--- config.mk ---
export PLATFORM = sky130hd
export DESIGN_NAME = sd_envelope_detect_flat
export DESIGN_NICKNAME = d
export VERILOG_FILES = /design/src/rtl/sd_envelope_detect_if.sv /design/src/rtl/sd_envelope_detect.sv /design/src/flat_wrapper.sv
export SDC_FILE = /design/constraint.sdc
export NUM_CORES = 1
export LEC_CHECK = 0
export ABC_AREA = 0
export CORE_ASPECT_RATIO = 1.25
export CORE_UTILIZATION = 35
export DETAILED_ROUTE_END_ITERATION = 8
export HOLD_SLACK_MARGIN = 0.06
export MAX_ROUTING_LAYER = met4
export PLACE_DENSITY = 0.57
export SETUP_SLACK_MARGIN = 0.02
export SYNTH_ARGS = -nofsm -noshare
export SYNTH_HDL_FRONTEND = slang
export SYNTH_SLANG_ARGS = --single-unit
--- constraint.sdc ---
create_clock -name clk -period 7.6 [get_ports clk]
set_input_delay 2.28 -clock clk [delete_from_list [all_inputs] [get_ports clk]]
set_output_delay 2.28 -clock clk [all_outputs]
set_load 0.05 [all_outputs]
--- src/rtl/sd_envelope_detect_if.sv ---
// sd_envelope_detect_if: bus carrying magnitude input, thresholds/hold config and envelope/presence outputs
interface sd_envelope_detect_if #(
  parameter int WIDTH     = 16,
  parameter int HOLD_BITS = 12
);
  logic                 en;
  logic [WIDTH-1:0]     mag;
  logic [WIDTH-1:0]     threshOn;
  logic [WIDTH-1:0]     threshOff;
  logic [HOLD_BITS-1:0] holdCycles;
  logic [WIDTH-1:0]     peak;
  logic                 active;
  logic                 rise;
  logic                 fall;
  modport master (output en, mag, threshOn, threshOff, holdCycles, input peak, active, rise, fall);
  modport slave  (input en, mag, threshOn, threshOff, holdCycles, output peak, active, rise, fall);
endinterface

--- src/rtl/sd_envelope_detect.sv ---
// sd_envelope_detect: instant-attack/exponential-decay envelope with qualify/hold carrier-detect FSM (ports: clk, rst, bus.slave)
module sd_envelope_detect #(
  parameter int WIDTH       = 16,
  parameter int DECAY_SHIFT = 8,
  parameter int QUAL        = 4,
  parameter int HOLD_BITS   = 12
) (
  input logic                  clk,
  input logic                  rst,
  sd_envelope_detect_if.slave  bus
);
  localparam int CW = $clog2(QUAL);
  typedef enum logic [1:0] {IDLE, ARM, ACT, HOLD} state_t;
  state_t               state_q, state_d;
  logic [CW-1:0]        cnt_q, cnt_d;
  logic [HOLD_BITS-1:0] hcnt_q, hcnt_d;
  logic [WIDTH-1:0]     peak_q, peak_d, decay;
  logic                 active_q, active_d, rise_q, rise_d, fall_q, fall_d;
  always_comb begin
    decay  = peak_q >> DECAY_SHIFT;
    // small peaks whose shifted decay is zero still bleed down by one per cycle
    peak_d = !bus.en                ? peak_q :
             bus.mag >= peak_q      ? bus.mag :
             decay != '0            ? peak_q - decay :
             peak_q != '0           ? peak_q - 1'b1 : peak_q;
  end
  // FSM looks at the registered peak, so it lags the envelope by one enabled cycle
  always_comb begin
    state_d = state_q;
    cnt_d   = cnt_q;
    hcnt_d  = hcnt_q;
    if (bus.en)
      case (state_q)
        IDLE: if (peak_q >= bus.threshOn) begin
          state_d = ARM;
          cnt_d   = CW'(1);
        end
        ARM: if (peak_q < bus.threshOn) state_d = IDLE;
          else if (cnt_q == CW'(QUAL - 1)) state_d = ACT;
          else cnt_d = cnt_q + 1'b1;
        ACT: if (peak_q < bus.threshOff) begin
          state_d = HOLD;
          hcnt_d  = bus.holdCycles;
        end
        HOLD: if (peak_q >= bus.threshOff) state_d = ACT;
          else if (hcnt_q == '0) state_d = IDLE;
          else hcnt_d = hcnt_q - 1'b1;
      endcase
  end
  always_comb begin
    active_d = state_d == ACT || state_d == HOLD;
    rise_d   = state_q == ARM && state_d == ACT;
    fall_d   = state_q == HOLD && state_d == IDLE;
  end
  always_ff @(posedge clk) begin
    if (rst) begin
      state_q  <= IDLE;
      cnt_q    <= '0;
      hcnt_q   <= '0;
      peak_q   <= '0;
      active_q <= 1'b0;
      rise_q   <= 1'b0;
      fall_q   <= 1'b0;
    end else begin
      state_q  <= state_d;
      cnt_q    <= cnt_d;
      hcnt_q   <= hcnt_d;
      peak_q   <= peak_d;
      active_q <= active_d;
      rise_q   <= rise_d;
      fall_q   <= fall_d;
    end
  end
  assign bus.peak   = peak_q;
  assign bus.active = active_q;
  assign bus.rise   = rise_q;
  assign bus.fall   = fall_q;
endmodule

--- src/flat_wrapper.sv ---
// flat-port wrapper written by rule: the top's interface ports become plain ports
module sd_envelope_detect_flat 
#(
  parameter int WIDTH       = 16,
  parameter int DECAY_SHIFT = 8,
  parameter int QUAL        = 4,
  parameter int HOLD_BITS   = 12
)
  (clk, rst, bus_en, bus_mag, bus_threshOn, bus_threshOff, bus_holdCycles, bus_peak, bus_active, bus_rise, bus_fall);
  sd_envelope_detect_if #(.WIDTH(WIDTH), .HOLD_BITS(HOLD_BITS)) bus_i ();
  input logic clk;
  input logic rst;
  input wire logic [$bits(bus_i.en)-1:0] bus_en;
  input wire logic [$bits(bus_i.mag)-1:0] bus_mag;
  input wire logic [$bits(bus_i.threshOn)-1:0] bus_threshOn;
  input wire logic [$bits(bus_i.threshOff)-1:0] bus_threshOff;
  input wire logic [$bits(bus_i.holdCycles)-1:0] bus_holdCycles;
  output wire logic [$bits(bus_i.peak)-1:0] bus_peak;
  output wire logic [$bits(bus_i.active)-1:0] bus_active;
  output wire logic [$bits(bus_i.rise)-1:0] bus_rise;
  output wire logic [$bits(bus_i.fall)-1:0] bus_fall;
  assign bus_i.en = bus_en;
  assign bus_i.mag = bus_mag;
  assign bus_i.threshOn = bus_threshOn;
  assign bus_i.threshOff = bus_threshOff;
  assign bus_i.holdCycles = bus_holdCycles;
  assign bus_peak = bus_i.peak;
  assign bus_active = bus_i.active;
  assign bus_rise = bus_i.rise;
  assign bus_fall = bus_i.fall;
  sd_envelope_detect #(.WIDTH(WIDTH), .DECAY_SHIFT(DECAY_SHIFT), .QUAL(QUAL), .HOLD_BITS(HOLD_BITS)) u_core (.clk(clk), .rst(rst), .bus(bus_i));
endmodule
==> impl_metrics.csv, run 1 <==
group,metric,value,unit
routing,drc,0,
floorplan,fp-row-count,40,
sta,clock_skew,0.00857,ns
logic_synthesis,synth_warnings,0,
sta,slew_headroom,0.193,
placed_design,portBuffers,81,
final_layout,diodes,0,
sta,rsz0062_at_grt,"false",
pwr,power.density,263,nW/um2
pwr,vdd_ir_drop_max,0.119,mV
global_routing,grt_first_pass_wirelength,17400,um
final_layout,fill_cells,1016,
setup_path,path_class,"in -> reg",
floorplan,die_h,114,um
global_routing,antenna_found_initial,0,
setup_path,r2r-start,"u_core.bus.peak[14]$_SDFFE_PP0P_",
sta,tns,0,ns
logic_synthesis,syn_inst,458,
setup_path,reg2reg_slack,3.98,ns
logic_synthesis,avgSynthCellArea,7.72,um2
cts,numCtsBuffers,5,
setup_path,crit_required,7.77,ns
final_layout,final_layout_size_suffix_gt1_frac,0.0469,
logic_synthesis,synthTopCellsByCount,"inv_1, ha_1, nor2_1",
min_path,hold_path.class,"reg -> reg",
final_layout,syn_to_final_growth,29.5,%
run_status,status,"finished clean",
final_layout,final_nets,654,
setup_path,cp_num_buf_inv,2,
routing,drt-total-wl,10800,um
final_layout,final_area,4580,um2
routing,drt-vias-per-instance,5.61,
flow_run,maxCapViolations,0,
logic_synthesis,yosysTopAreaCellShare,0.205,
cts,cts.path.max_buffers,2,
setup_path,reg2reg_depth,12,
cts,cts_root_buffer,"clkbuf_16",
cts,cts.sinks,35,
min_path,holdCritStartpoint,"u_core.hcnt_q[10]$_SDFFE_PP0P_",
global_routing,grtUsageTotal,0.216,
cts,clk_pin_slew,0.06,ns
sta,tightest_slew,1.21,ns
setup_path,worst_path_largest_cell_delay,0.72,ns
sta,hold_slack,0.501,ns
setup_path,crit_family,"compound AO/OA/AOI/OAI gates",
placed_design,place_area,4440,um2
placed_design,globalplace.congestion,0.833,
sta,hold_viol_final,0,
routing,first_iter_violations,89,
cts,cts_tree,"yes",
logic_synthesis,synth_top_area_cell,"ha_1",
logic_synthesis,ys.flop_type,"dfxtp_1",
setup_path,path_common_cell,"o21ai_0",
routing,drt-wirelength-per-cell,16.4,um
logic_synthesis,ys_top_cells_by_area,"ha_1, dfxtp_1, inv_1",
setup_path,r2r_end,"u_core.bus.peak[14]$_SDFFE_PP0P_",
logic_synthesis,synth-edff-count,0,
sta,setup_viol,0,
final_layout,fin_util,0.472,
min_path,holdPathEnd,"u_core.hcnt_q[10]$_SDFFE_PP0P_",
sta,min_period,4.95,ns
cts,cts_repair_resize_count,0,
logic_synthesis,ys_ff_latch,35,
setup_path,crit_slowest_cell,"nor2_1",
logic_synthesis,syn-num-nets,580,
sta,period_share,0.651,
routing,route.vias.total,3700,
setup_path,end_kind,"register",
pwr,power,0.00121,W
floorplan,fp.dieW,91.9,um
routing,ant_nets,0,
routing,dr.pass1.iters,5,
floorplan,io_pins,82,
pwr,p_leak,2.01,nW
sta,max_freq,202,MHz
global_routing,grt_overflow,0,
floorplan,start_util,0.364,
setup_path,crit_fanout,13,
global_routing,grt_max_degree,27,
setup_path,start_kind,"input pin",
placed_design,dp_hpwl,8640,um
logic_synthesis,synth_area,3540,um2
floorplan,dieArea,10500,um2
logic_synthesis,synth_cell_types,64,
cts,cts_setup_buffers,0,
cts,htree_levels,2,
setup_path,critical_path.cell_chain,"clkdlybuf4s50_1 > inv_1 > ha_1 > nand2b_1 > a211oi_1 > o21ai_0 > a31oi_1 > nor2_1 > o21ai_0 > a311o_1",
min_path,hold_path_depth,2,
logic_synthesis,async_flop_share,0,
floorplan,coreArea,9710,um2
cts,ctsHoldBuffers,0,
logic_synthesis,synth_most_common_cell,"inv_1",
global_routing,grt_pass1_vias,3615,
logic_synthesis,ys_seq_area_frac,0.198,
setup_path,worstPathArrival,5.12,ns
sta,drv_slew,0,
cts,clk_latency,0.28,ns
-- worst max path at each step --
stage	slack [ns]	end	cells after the start	from
floorplan	3.42	u_core.bus.peak[9]$_SDFFE_PP0P_	8	bus_mag[13]
global placement	2.34	u_core.bus.peak[13]$_SDFFE_PP0P_	10	bus_mag[0]
detailed placement	2.34	u_core.bus.peak[13]$_SDFFE_PP0P_	10	bus_mag[0]
CTS	2.62	u_core.bus.peak[9]$_SDFFE_PP0P_	10	bus_mag[0]
global route	2.45	u_core.bus.peak[9]$_SDFFE_PP0P_	10	bus_mag[0]
finish	2.65	u_core.bus.peak[9]$_SDFFE_PP0P_	10	bus_mag[0]
-- stage by stage --
stage               worst slack, ns  instances
floorplan                      3.42        458
global placement               2.34        651
detailed placement             2.34        651
CTS                            2.62        659
global route                   2.45        659
finish                         2.65        659
-- metal layers --
metal,track usage,up-vias,share of wire
met5,-,-,0
met2,0.401,100,0.52
met4,0.0781,0,0.028
li1,-,1855,-
met3,0.0272,25,0.034
met1,0.233,1720,0.42
-- registers in the layout, indices dropped and copies added (netlist names) --
register / flops
u_core.hcnt_q: 12
u_core.state_q: 2
u_core.bus.fall: 1
u_core.bus.peak: 16
u_core.cnt_q: 2
u_core.bus.rise: 1
u_core.bus.active: 1
-- power by group --
group	total (W)	internal (W)	leakage, nW	switching (W)
Combinational	0.000726	0.000297	1.65	0.000430
Clock	0.000201	0.000120	0.0733	0.0000809
Sequential	0.000278	0.000212	0.286	0.0000669
Total	0.00121	0.000628	2.01	0.000578
-- cells by family after synthesis --
kind of cell               count (synthesis)  share of synthesized area
xor gates and xnor gates                   2                    0.00495
DFF                                       35                      0.198
muxes                                      2                    0.00566
adders and majority gates                 59                      0.211
AOI/OAI and AO/OA                        133                      0.255
buffers and inverters                     77                     0.0870
and+or+nand+nor                          150                      0.238
-- final cells by class --
cell class / instances / area (um2) / area share
Tap cell: 126 / 158 / 0.0344
Clock buffer: 5 / 125 / 0.0273
Inverter: 61 / 229 / 0.0500
Multi-Input combinational cell: 346 / 2530 / 0.552
Timing Repair Buffer: 83 / 826 / 0.180
Sequential cell: 35 / 701 / 0.153
Clock inverter: 3 / 15.0 / 0.00328
-- placed cells by master (no fill, tap or decap), types with 10 or more instances in the layout --
cell type         n
a21o_1           10
a21oi_1          31
ha_1             58
nor3_1           24
a211oi_1         10
nand2_1          15
clkdlybuf4s50_1  81
o21ai_0          21
nor2_1           37
dfxtp_1          35
inv_1            61
nor4_1           10
-- worst min-delay path, cell delays in order, from the launching register on --
cell,delay [ns]
dfxtp_1,0.30
o311ai_0,0.08
o31ai_1,0.07
(Power assumes the default switching activity.)
==> run 2: changes to the inputs <==
==> constraint.sdc (replaced) <==
create_clock -name clk -period 4.6 [get_ports clk]
set_input_delay 1.38 -clock clk [delete_from_list [all_inputs] [get_ports clk]]
set_output_delay 1.38 -clock clk [all_outputs]
set_load 0.05 [all_outputs]
==> impl_metrics.csv, run 2 (synthesis gave the netlist of run 1 again) <==
group,metric,value,unit
cts,htree_levels,2,
pwr,p_leak,2.02,nW
cts,cts.sinks,35,
cts,cts.path.max_buffers,2,
pwr,vdd_ir_drop_max,0.240,mV
global_routing,grt_overflow,0,
sta,drv_slew,0,
cts,clk_pin_slew,0.06,ns
floorplan,fp-row-count,40,
final_layout,final_nets,656,
setup_path,crit_required,4.77,ns
global_routing,use_met2,0.402,
floorplan,dieArea,10500,um2
setup_path,crit_slowest_cell,"nor2_1",
global_routing,grt_first_pass_wirelength,17900,um
final_layout,final_common_cell,"clkdlybuf4s50_1",
setup_path,end_kind,"register",
flow_run,maxCapViolations,0,
global_routing,grt_max_degree,27,
routing,drt-wirelength-per-cell,16.5,um
routing,ant_nets,0,
global_routing,grt_pass1_vias,3793,
cts,numCtsBuffers,5,
sta,rsz0062_at_grt,"false",
cts,cts_setup_buffers,0,
routing,drt-total-wl,10900,um
routing,route.vias.total,3748,
cts,clk_latency,0.28,ns
cts,ctsHoldBuffers,0,
floorplan,start_util,0.364,
cts,cts_repair_resize_count,0,
setup_path,path_common_cell,"o21ai_0",
sta,setup_viol,0,
floorplan,fp.dieW,91.9,um
setup_path,path_class,"in -> reg",
sta,tightest_slew,0.943,ns
setup_path,critical_path.cell_chain,"clkdlybuf4s50_1 > inv_1 > ha_1 > nand2b_1 > a211oi_1 > o21ai_0 > a31oi_1 > nor2_1 > o21ai_0 > a221o_1",
placed_design,portBuffers,81,
floorplan,io_pins,82,
global_routing,grtUsageTotal,0.219,
setup_path,reg2reg_slack,1.03,ns
placed_design,dp_hpwl,8750,um
sta,hold_viol_final,0,
pwr,power.density,443,nW/um2
routing,dr.pass1.iters,4,
setup_path,worstPathArrival,4.16,ns
pwr,power,0.00204,W
run_status,status,"finished clean",
setup_path,worst_path_largest_cell_delay,0.71,ns
global_routing,antenna_found_initial,0,
placed_design,globalplace.congestion,0.883,
final_layout,final_layout_size_suffix_gt1_frac,0.0486,
final_layout,largest_reg_flops,16,
setup_path,r2r-start,"u_core.bus.peak[14]$_SDFFE_PP0P_",
routing,drt-vias-per-instance,5.67,
final_layout,layout_common_cells,"clkdlybuf4s50_1, inv_1, ha_1",
min_path,holdCritStartpoint,"u_core.hcnt_q[0]$_SDFFE_PP0P_",
cts,cts_root_buffer,"clkbuf_16",
routing,first_iter_violations,117,
routing,drc,0,
final_layout,fill_cells,982,
floorplan,die_h,114,um
sta,min_period,3.99,ns
global_routing,busiest_layer,"met2",
final_layout,multi_input_area,2530,um2
final_layout,syn_to_final_growth,30.4,%
setup_path,r2r_end,"u_core.bus.peak[14]$_SDFFE_PP0P_",
floorplan,coreArea,9710,um2
placed_design,dp_slack,0.289,ns
global_routing,grtUsageMet1,0.236,
min_path,hold_path_depth,1,
sta,tns,0,ns
final_layout,diodes,0,
sta,setup_slack,0.609,ns
sta,clock_skew,0.00779,ns
setup_path,reg2reg_depth,12,
setup_path,crit_fanout,13,
setup_path,start_kind,"input pin",
cts,cts_tree,"yes",
sta,slew_headroom,0.367,
sta,hold_slack,0.502,ns
min_path,holdPathEnd,"u_core.hcnt_q[0]$_SDFFE_PP0P_",
global_routing,gr-usage-met3,0.0319,
min_path,hold_path.class,"reg -> reg",
sta,period_share,0.868,
sta,max_freq,251,MHz
final_layout,seq_area,701,um2
==> run 2: cell count changes in the layout (fill, tap and decap cells not counted), sizes merged <==
cell and change:
clkbuf +3, clkinv -3, buf +2
==> run 2: report_power, final <==
group	leakage (nW)	total [W]	internal, W	switching (W)
Clock	0.0772	0.000363	0.000231	0.000133
Combinational	1.66	0.00122	0.000492	0.000730
Sequential	0.286	0.000457	0.000350	0.000107
==> run 2: worst max-delay path: cells and delay by family <==
family	cells	cell delay, ns
compound gates	5	1.22
fa+ha+maj	1	0.26
buf+inv	2	0.50
simple gates	2	0.81
==> run 2: worst max path at each step <==
| stage | from | to | slack, ns | cells after the start |
|---|---|---|---|---|
| 6_report | bus_mag[0] | u_core.bus.peak[13]$_SDFFE_PP0P_ | 0.61 | 10 |
| 5_1_grt | bus_mag[0] | u_core.bus.peak[13]$_SDFFE_PP0P_ | 0.41 | 10 |
| 4_1_cts | bus_mag[0] | u_core.bus.peak[13]$_SDFFE_PP0P_ | 0.59 | 10 |
| 3_5_place_dp | bus_mag[0] | u_core.bus.peak[13]$_SDFFE_PP0P_ | 0.29 | 10 |
| 3_3_place_gp | bus_mag[0] | u_core.bus.peak[13]$_SDFFE_PP0P_ | 0.40 | 10 |
| 2_1_floorplan | bus_mag[13] | u_core.bus.peak[9]$_SDFFE_PP0P_ | 1.32 | 8 |
==> run 2: per-layer routing <==
layer | routed length [um] | part of all wire
met5 | 0 | 0
met1 | 4560 | 0.42
met3 | 496 | 0.045
met2 | 5580 | 0.51
met4 | 296 | 0.027
==> run 2: layout make-up <==
cell class                      count  share of cell area
Sequential cell                    35               0.152
Tap cell                          126              0.0342
Timing Repair Buffer               85               0.182
Clock buffer                        8              0.0339
Inverter                           61              0.0496
Multi-Input combinational cell    346               0.548
==> run 2: per-stage QoR <==
stage	cell area, um2	instances	utilization
floorplan	3540	458	-
global placement	4460	653	0.459
detailed placement	4460	653	0.459
CTS	4610	661	0.475
global route	4610	661	0.475
finish	4610	661	0.475
==> run 3: changes to the inputs <==
--- a/config.mk
+++ b/config.mk
@@ -7,12 +7,13 @@
 export LEC_CHECK = 0
 export ABC_AREA = 0
 export CORE_ASPECT_RATIO = 1.25
-export CORE_UTILIZATION = 35
+export CORE_UTILIZATION = 50
 export DETAILED_ROUTE_END_ITERATION = 8
 export HOLD_SLACK_MARGIN = 0.06
 export MAX_ROUTING_LAYER = met4
-export PLACE_DENSITY = 0.57
+export PLACE_DENSITY = 0.78
 export SETUP_SLACK_MARGIN = 0.02
 export SYNTH_ARGS = -nofsm -noshare
 export SYNTH_HDL_FRONTEND = slang
 export SYNTH_SLANG_ARGS = --single-unit
+export TNS_END_PERCENT = 100
==> impl_metrics.csv, run 3 (synthesis gave the netlist of run 1 again) <==
group,metric,value,unit
sta,hold_viol_final,0,
setup_path,crit_family,"compound AO/OA/AOI/OAI gates",
placed_design,dp_hpwl,8110,um
routing,drt-vias-per-instance,6.11,
cts,cts_setup_buffers,0,
setup_path,r2r-start,"u_core.bus.peak[8]$_SDFFE_PP0P_",
placed_design,dpl.cell_count,614,
setup_path,start_kind,"input pin",
final_layout,stdcell_count,622,
floorplan,io_pins,82,
cts,cts.path.max_buffers,2,
setup_path,reg2reg_slack,1.07,ns
placed_design,portBuffers,81,
setup_path,path_common_cell,"o21ai_0",
run_status,status,"finished clean",
routing,drt-wirelength-per-cell,16.4,um
flow_run,maxCapViolations,0,
routing,first_iter_violations,199,
routing,ant_nets,0,
cts,cts.sinks,35,
placed_design,place_area,4410,um2
pwr,p_leak,2.00,nW
final_layout,layout_common_cells,"clkdlybuf4s50_1, inv_1, ha_1",
cts,htree_levels,2,
setup_path,startpoint,"bus_mag[0]",
setup_path,crit_fanout,13,
global_routing,grt_first_pass_wirelength,16900,um
setup_path,crit_required,4.78,ns
final_layout,diodes,0,
sta,period_share,0.858,
final_layout,fill_cells,605,
final_layout,fin_util,0.674,
floorplan,coreArea,6690,um2
final_layout,final_nets,656,
setup_path,reg2reg_depth,12,
setup_path,worstPathArrival,4.13,ns
routing,route.vias.total,3798,
cts,ctsHoldBuffers,0,
floorplan,fp-row-count,33,
sta,min_period,3.95,ns
sta,clock_skew,0.00622,ns
floorplan,start_util,0.529,
global_routing,antenna_found_initial,0,
global_routing,grtUsageTotal,0.296,
sta,max_freq,253,MHz
final_layout,largest_reg_flops,16,
global_routing,grt_max_degree,27,
setup_path,critical_path.cell_chain,"clkdlybuf4s50_1 > inv_1 > ha_1 > nand2b_1 > a211oi_1 > o21ai_0 > a31oi_1 > nor2_1 > o21ai_0 > a221o_1",
min_path,holdCritStartpoint,"u_core.hcnt_q[3]$_SDFFE_PP0P_",
sta,rsz0062_at_grt,"false",
cts,numCtsBuffers,5,
setup_path,r2r_end,"u_core.bus.peak[14]$_SDFFE_PP0P_",
setup_path,end_kind,"register",
final_layout,syn_to_final_growth,27.4,%
cts,cts_repair_resize_count,0,
final_layout,final_common_cell,"clkdlybuf4s50_1",
sta,tns,0,ns
routing,dr.pass1.iters,5,
final_layout,final_area,4510,um2
routing,drc,0,
min_path,hold_path.class,"reg -> reg",
cts,cts_root_buffer,"clkbuf_8",
floorplan,die_h,96.0,um
global_routing,grt_pass1_vias,3784,
sta,slew_headroom,0.376,
setup_path,path_class,"in -> reg",
floorplan,fp.dieW,77.2,um
floorplan,dieArea,7420,um2
setup_path,worst_path_largest_cell_delay,0.69,ns
sta,tightest_slew,0.928,ns
setup_path,path_depth,10,
cts,cts_tree,"yes",
global_routing,grt_overflow,0,
setup_path,cp_num_buf_inv,2,
routing,drt-total-wl,10200,um
pwr,power.density,426,nW/um2
sta,setup_viol,0,
sta,setup_slack,0.653,ns
setup_path,crit_slowest_cell,"nor2_1",
sta,drv_slew,0,
cts,clk_pin_slew,0.07,ns
cts,clk_latency,0.29,ns
placed_design,globalplace.congestion,0.977,
placed_design,dp_slack,0.411,ns
final_layout,final_layout_size_suffix_gt1_frac,0.0486,
pwr,vdd_ir_drop_max,0.302,mV
setup_path,endpoint,"u_core.bus.peak[13]$_SDFFE_PP0P_",
[run 3: area by class of cell]
type / count / area (um2) / area share
Clock buffer: 8 / 100 / 0.0222
Inverter: 61 / 229 / 0.0508
Multi-Input combinational cell: 346 / 2530 / 0.561
Sequential cell: 35 / 701 / 0.155
Tap cell: 87 / 109 / 0.0241
Timing Repair Buffer: 85 / 841 / 0.187
[run 3: layer usage]
| metal | vias to the layer above | GRT usage | wire [um] |
|---|---|---|---|
| met5 | - | - | 0 |
| met2 | 157 | 0.546 | 5250 |
| met1 | 1744 | 0.306 | 3950 |
| met4 | 0 | 0.160 | 432 |
| met3 | 45 | 0.0379 | 558 |
| li1 | 1852 | - | - |
[run 3: worst min-delay path by stage]
stage                                                to  slack, ns  cells after the start
after floorplan           u_core.hcnt_q[0]$_SDFFE_PP0P_       0.46                      1
after global placement     u_core.cnt_q[0]$_SDFFE_PP0P_       0.48                      1
after detailed placement  u_core.hcnt_q[0]$_SDFFE_PP0P_       0.50                      1
after CTS                 u_core.hcnt_q[0]$_SDFFE_PP0P_       0.51                      1
after global routing      u_core.hcnt_q[3]$_SDFFE_PP0P_       0.55                      2
final                     u_core.hcnt_q[3]$_SDFFE_PP0P_       0.51                      2
[run 3: stage by stage]
stage	hold WS, ns	power [W]
2_1_floorplan	0.458	0.00129
3_3_place_gp	0.481	0.00163
3_5_place_dp	0.499	0.00165
4_1_cts	0.510	0.00191
5_1_grt	0.547	0.00208
6_report	0.505	0.00192
[run 3: power by group]
group / leakage (nW) / internal (W) / total [W] / switching [W]
Sequential: 0.286 / 0.000349 / 0.000456 / 0.000107
Clock: 0.0515 / 0.000137 / 0.000255 / 0.000118
Combinational: 1.66 / 0.000493 / 0.00121 / 0.000718
Total: 2.00 / 0.000979 / 0.00192 / 0.000944
[run 3: worst min-delay path, cell delays in order (launching register included)]
cell and delay (ns):
dfxtp_1 0.32, o311ai_0 0.08, o31ai_1 0.07
==> edit 1, RTL diff (config.mk and constraints of run 1) <==
Encoding of `state_t`: now one-hot (4 bits for 4 states).
--- a/src/rtl/sd_envelope_detect.sv
+++ b/src/rtl/sd_envelope_detect.sv
@@ -10,7 +10,7 @@
   sd_envelope_detect_if.slave  bus
 );
   localparam int CW = $clog2(QUAL);
-  typedef enum logic [1:0] {IDLE, ARM, ACT, HOLD} state_t;
+  typedef enum logic [3:0] {IDLE = 4'b0001, ARM = 4'b0010, ACT = 4'b0100, HOLD = 4'b1000} state_t;
   state_t               state_q, state_d;
   logic [CW-1:0]        cnt_q, cnt_d;
   logic [HOLD_BITS-1:0] hcnt_q, hcnt_d;
Behaviour: same outputs for any inputs over 10 cycles, from zero or initial values and one cycle with rst high; not proved beyond that.
==> edit 1 against run 1 <==
Total power decreased by 13%; sequential cell count grew 2; synthesized area is 6.2% higher; routed wire length is 7.2% higher; worst setup slack improved by 33 ps; combinational power down 29%; design area increased by 5.9%; critical path type unchanged; fmax up 0.67%.
==> edit 1: results (changes against run 1) <==
[grt]
grt_max_degree = 35  ; +30%
grt_pass1_vias = 3931  ; +8.7%
grt_pass1_wl_um = 18800  ; +8.4%
grt_usage = 0.219  ; +0.00309

[cells_and_area]
drive_gt1_frac = 0.0389  ; -0.00797
n_fill_cell = 1036  ; +2.0%
fin_cells = 694  ; +5.3%
multiInputGateArea_mm2 = 0.00269  ; +6.5%

[synthesis]
ys_top_cells_by_count = inv_1, ha_1, dfxtp_1, nand2_1, nor2_1
synthDistinctLibCells = 61  ; -4.7%
synthTopCellsByArea = dfxtp_1, ha_1, inv_1
synth-seq-area-share = 0.197  ; -0.000888
syn_avg_cell_area_um2 = 7.62  ; -1.3%
syn_nets = 615  ; +6.0%

[power]
power_frac_comb = 0.492  ; -0.111
comb-power_w = 0.000516  ; -29%
p_int_w = 0.000615  ; -2.1%
power_frac_clock = 0.262  ; +0.096
p_leak_nw = 2.08  ; +3.4%

[drt]
drtPass1Iterations = 4  ; -1
via_per_inst = 5.69  ; +1.4%
drt_iter0_drc = 127  ; +43%
postRouteWirelength_um = 11600  ; +7.2%

[setup_path]
max_stage_delay_ps = 810  ; +90 ps
critPathCapture = u_core.bus.rise$_SDFF_PP0_
critPathMaxFanout = 5  ; -8
crit_path_top_delay_cell = a2111oi_0
cp-startpoint = bus_threshOff[14]
r2r_start = u_core.bus.peak[8]$_SDFFE_PP0P_
r2r_cells = 13  ; +1
arrival_ps = 5110  ; about the same

[status]
status = complete, no violations

[sta]
skew_ps = 2.94  ; -5.64 ps
slew_headroom = 0.400  ; +0.207

[place]
dpl_cell_area_mm2 = 0.00466  ; +4.9%
hpwl_um = 8990  ; +4.0%

[edit 1: worst min-delay path by stage]
stage,start,to,slack (ps),cells past startpoint
5_1_grt,u_core.cnt_q[1]$_SDFFE_PP0P_,u_core.cnt_q[1]$_SDFFE_PP0P_,510,2
4_1_cts,u_core.cnt_q[1]$_SDFFE_PP0P_,u_core.cnt_q[1]$_SDFFE_PP0P_,480,2
2_1_floorplan,u_core.cnt_q[1]$_SDFFE_PP0P_,u_core.cnt_q[1]$_SDFFE_PP0P_,450,2
3_5_place_dp,u_core.cnt_q[1]$_SDFFE_PP0P_,u_core.cnt_q[1]$_SDFFE_PP0P_,480,2
3_3_place_gp,u_core.cnt_q[1]$_SDFFE_PP0P_,u_core.cnt_q[1]$_SDFFE_PP0P_,460,2
6_report,u_core.cnt_q[1]$_SDFFE_PP0P_,u_core.cnt_q[1]$_SDFFE_PP0P_,480,2
[edit 1: area by class of cell]
type | count | area share
multi-input combinational | 374 | 0.555
tap | 129 | 0.0333
sequential | 37 | 0.153
clock buffer | 5 | 0.0258
clock inverter | 3 | 0.0134
inverter | 62 | 0.0480
timing repair buffer | 84 | 0.172
[edit 1: metal layers]
metal	global-route usage	part of all wire	up-vias
met3	0.0304	0.043	11
met2	0.404	0.53	95
li1	-	-	1972
met4	0.0549	0.015	0
met1	0.240	0.42	1872
met5	-	0	-
[edit 1: cells by family after synthesis]
family | after synthesis | share of synthesized area
AOI/OAI and AO/OA | 142 | 0.258
xor gates and xnor gates | 8 | 0.0187
adders and majority gates | 59 | 0.199
buffers and inverters | 82 | 0.0859
DFF | 37 | 0.197
muxes | 6 | 0.0160
and+or+nand+nor | 159 | 0.226
==> edit 2, RTL diff (settings of run 1) <==
Without the edit above. `DECAY_SHIFT` is set to 8 in 2 places; all go to 7.
--- a/src/rtl/sd_envelope_detect.sv
+++ b/src/rtl/sd_envelope_detect.sv
@@ -1,7 +1,7 @@
 // sd_envelope_detect: instant-attack/exponential-decay envelope with qualify/hold carrier-detect FSM (ports: clk, rst, bus.slave)
 module sd_envelope_detect #(
   parameter int WIDTH       = 16,
-  parameter int DECAY_SHIFT = 8,
+  parameter int DECAY_SHIFT = 7,
   parameter int QUAL        = 4,
   parameter int HOLD_BITS   = 12
 ) (
--- a/src/flat_wrapper.sv
+++ b/src/flat_wrapper.sv
@@ -2,7 +2,7 @@
 module sd_envelope_detect_flat 
 #(
   parameter int WIDTH       = 16,
-  parameter int DECAY_SHIFT = 8,
+  parameter int DECAY_SHIFT = 7,
   parameter int QUAL        = 4,
   parameter int HOLD_BITS   = 12
 )
Formal check against the unedited RTL: not equivalent (a bounded check fails within 4 cycles, from zero or initial values and one cycle with rst high).
==> edit 2 against run 1 <==
Final cell count grew 1.4%; total power shrank 22%; synthesized area grew 0.35%; sequential cell count is the same; clock power grew 10%; worst setup slack gained 73 ps; sequential share of layout area shrank 0.12 points; routed wire length shrank 4.5%; count of clock-buffer cells in the layout grew 3; critical endpoint is now u_core.bus.peak[10]$_SDFFE_PP0P_; non-clock buffer count is the same; design area grew 0.82%.
==> edit 2: results (changes against run 1) <==
[status]
status = complete, no violations

[synthesis]
synthDistinctLibCells = 63  ; -1.6%
yosys_warnings = 0  ; unchanged
synth-seq-area-share = 0.197  ; -0.000698
ys.flop_type = dfxtp_1
synthTopCellsByArea = ha_1, dfxtp_1, a21oi_1
ys_top_cells_by_count = inv_1, ha_1, a21oi_1, dfxtp_1, nor2_1
syn_nets = 590  ; +1.7%

[drt]
via_per_inst = 5.41  ; -3.7%
drtPass1Iterations = 4  ; -1
avgRoutedWirePerCell_um = 15.5  ; -5.7%

[setup_path]
max_stage_delay_ps = 660  ; -60 ps
critPathMaxFanout = 17  ; +4
path_delay_family = compound AO/OA/AOI/OAI gates
crit_path_top_delay_cell = o21ai_2
arrival_ps = 5090  ; -30 ps

[power]
p_leak_nw = 2.02  ; +0.73%
peakVddDrop_mv = 0.112  ; -5.7%

[grt]
grt_pass1_vias = 3502  ; -3.1%
grt_max_degree = 29  ; +7.4%
grt_usage = 0.213  ; -0.00316
grt_pass1_wl_um = 17100  ; -1.5%

[clock_network]
cts_resized = 0  ; unchanged
cts-root-buf = clkbuf_16
htreeDepth = 2  ; unchanged

[cells_and_area]
drive_gt1_frac = 0.0535  ; +0.00660
largest_register_ff_count = 16  ; unchanged
nNetsFinal = 664  ; +1.5%

[place]
portBuffers = 81  ; unchanged
hpwl_um = 8030  ; -7.1%
preCtsSetupSlack_ps = 2500  ; +166 ps
gp_congestion = 0.860  ; +3.3%

[worst_hold_path]
hold_class = flip-flop to flip-flop

[sta]
skew_ps = 4.90  ; -3.68 ps
slew_headroom = 0.475  ; +0.282

==> edit 2: cell count changes in the layout (fill, tap and decap cells not counted), moves of 5 or more <==
| cell | delta |
|---|---|
| nor3_1 | -9 |
| o21ai_0 | +5 |
| o31ai_1 | -6 |
| nand2_1 | +13 |
| a21oi_1 | +20 |
| o211ai_1 | +6 |
| o311ai_0 | -9 |
| nor2_1 | -6 |
==> edit 2: routing by layer <==
metal	vias to the layer above	share of wire	wire (um)	track usage
met2	102	0.48	5020	0.369
met5	-	0	0	-
li1	1838	-	-	-
met3	17	0.045	467	0.0325
met1	1654	0.45	4620	0.251
met4	0	0.023	241	0.0688
==> edit 2: layout make-up <==
| cell class | count | area [um^2] |
|---|---|---|
| well taps | 126 | 158 |
| fillers | 978 | 5090 |
| flip-flops and latches | 35 | 701 |
| multi-input cells | 353 | 2540 |
| repair buffers | 83 | 826 |
| inverters | 63 | 236 |
| clock buffers | 8 | 156 |
==> edit 2: cells by family after synthesis <==
family / after synthesis / share of synthesized area
AOI/OAI and AO/OA: 148 / 0.271
xor gates and xnor gates: 5 / 0.0123
adders and majority gates: 60 / 0.214
buffers and inverters: 79 / 0.0864
DFF: 35 / 0.197
muxes: 5 / 0.0141
and+or+nand+nor: 135 / 0.205
==> edit 2: through the flow <==
step | power, W | instances | area (um^2) | hold WS [ps] | utilization
6_report | 0.000942 | 668 | 4620 | 480 | 0.476
5_1_grt | 0.00101 | 668 | 4620 | 521 | 0.476
3_5_place_dp | 0.000722 | 660 | 4460 | 476 | 0.460
2_1_floorplan | 0.000577 | 467 | 3550 | 455 | -
4_1_cts | 0.000946 | 668 | 4620 | 483 | 0.476
3_3_place_gp | 0.000715 | 660 | 4460 | 475 | 0.460
==> edit 2: where the power goes <==
part	total, W	switching [W]	internal (W)
clock	0.000222	0.0000822	0.000140
sequential	0.000244	0.0000445	0.000199
combinational	0.000477	0.000268	0.000209
total	0.000942	0.000395	0.000547
==> edit 2: path summary, 6_finish.rpt <==
check        slack (ps)                                to  cells after the start                       startpoint
max                2730  u_core.bus.peak[10]$_SDFFE_PP0P_                      9                       bus_mag[3]
min                 480     u_core.hcnt_q[0]$_SDFFE_PP0P_                      2    u_core.hcnt_q[0]$_SDFFE_PP0P_
max reg2reg        3410  u_core.bus.peak[14]$_SDFFE_PP0P_                     13  u_core.bus.peak[9]$_SDFFE_PP0P_
min reg2reg         480     u_core.hcnt_q[0]$_SDFFE_PP0P_                      2    u_core.hcnt_q[0]$_SDFFE_PP0P_
==> edit 2: worst min-delay path, stage by stage, from the launching register on <==
cell	delay, ps
dfxtp_1	310
nand2_1	50
a31oi_1	60
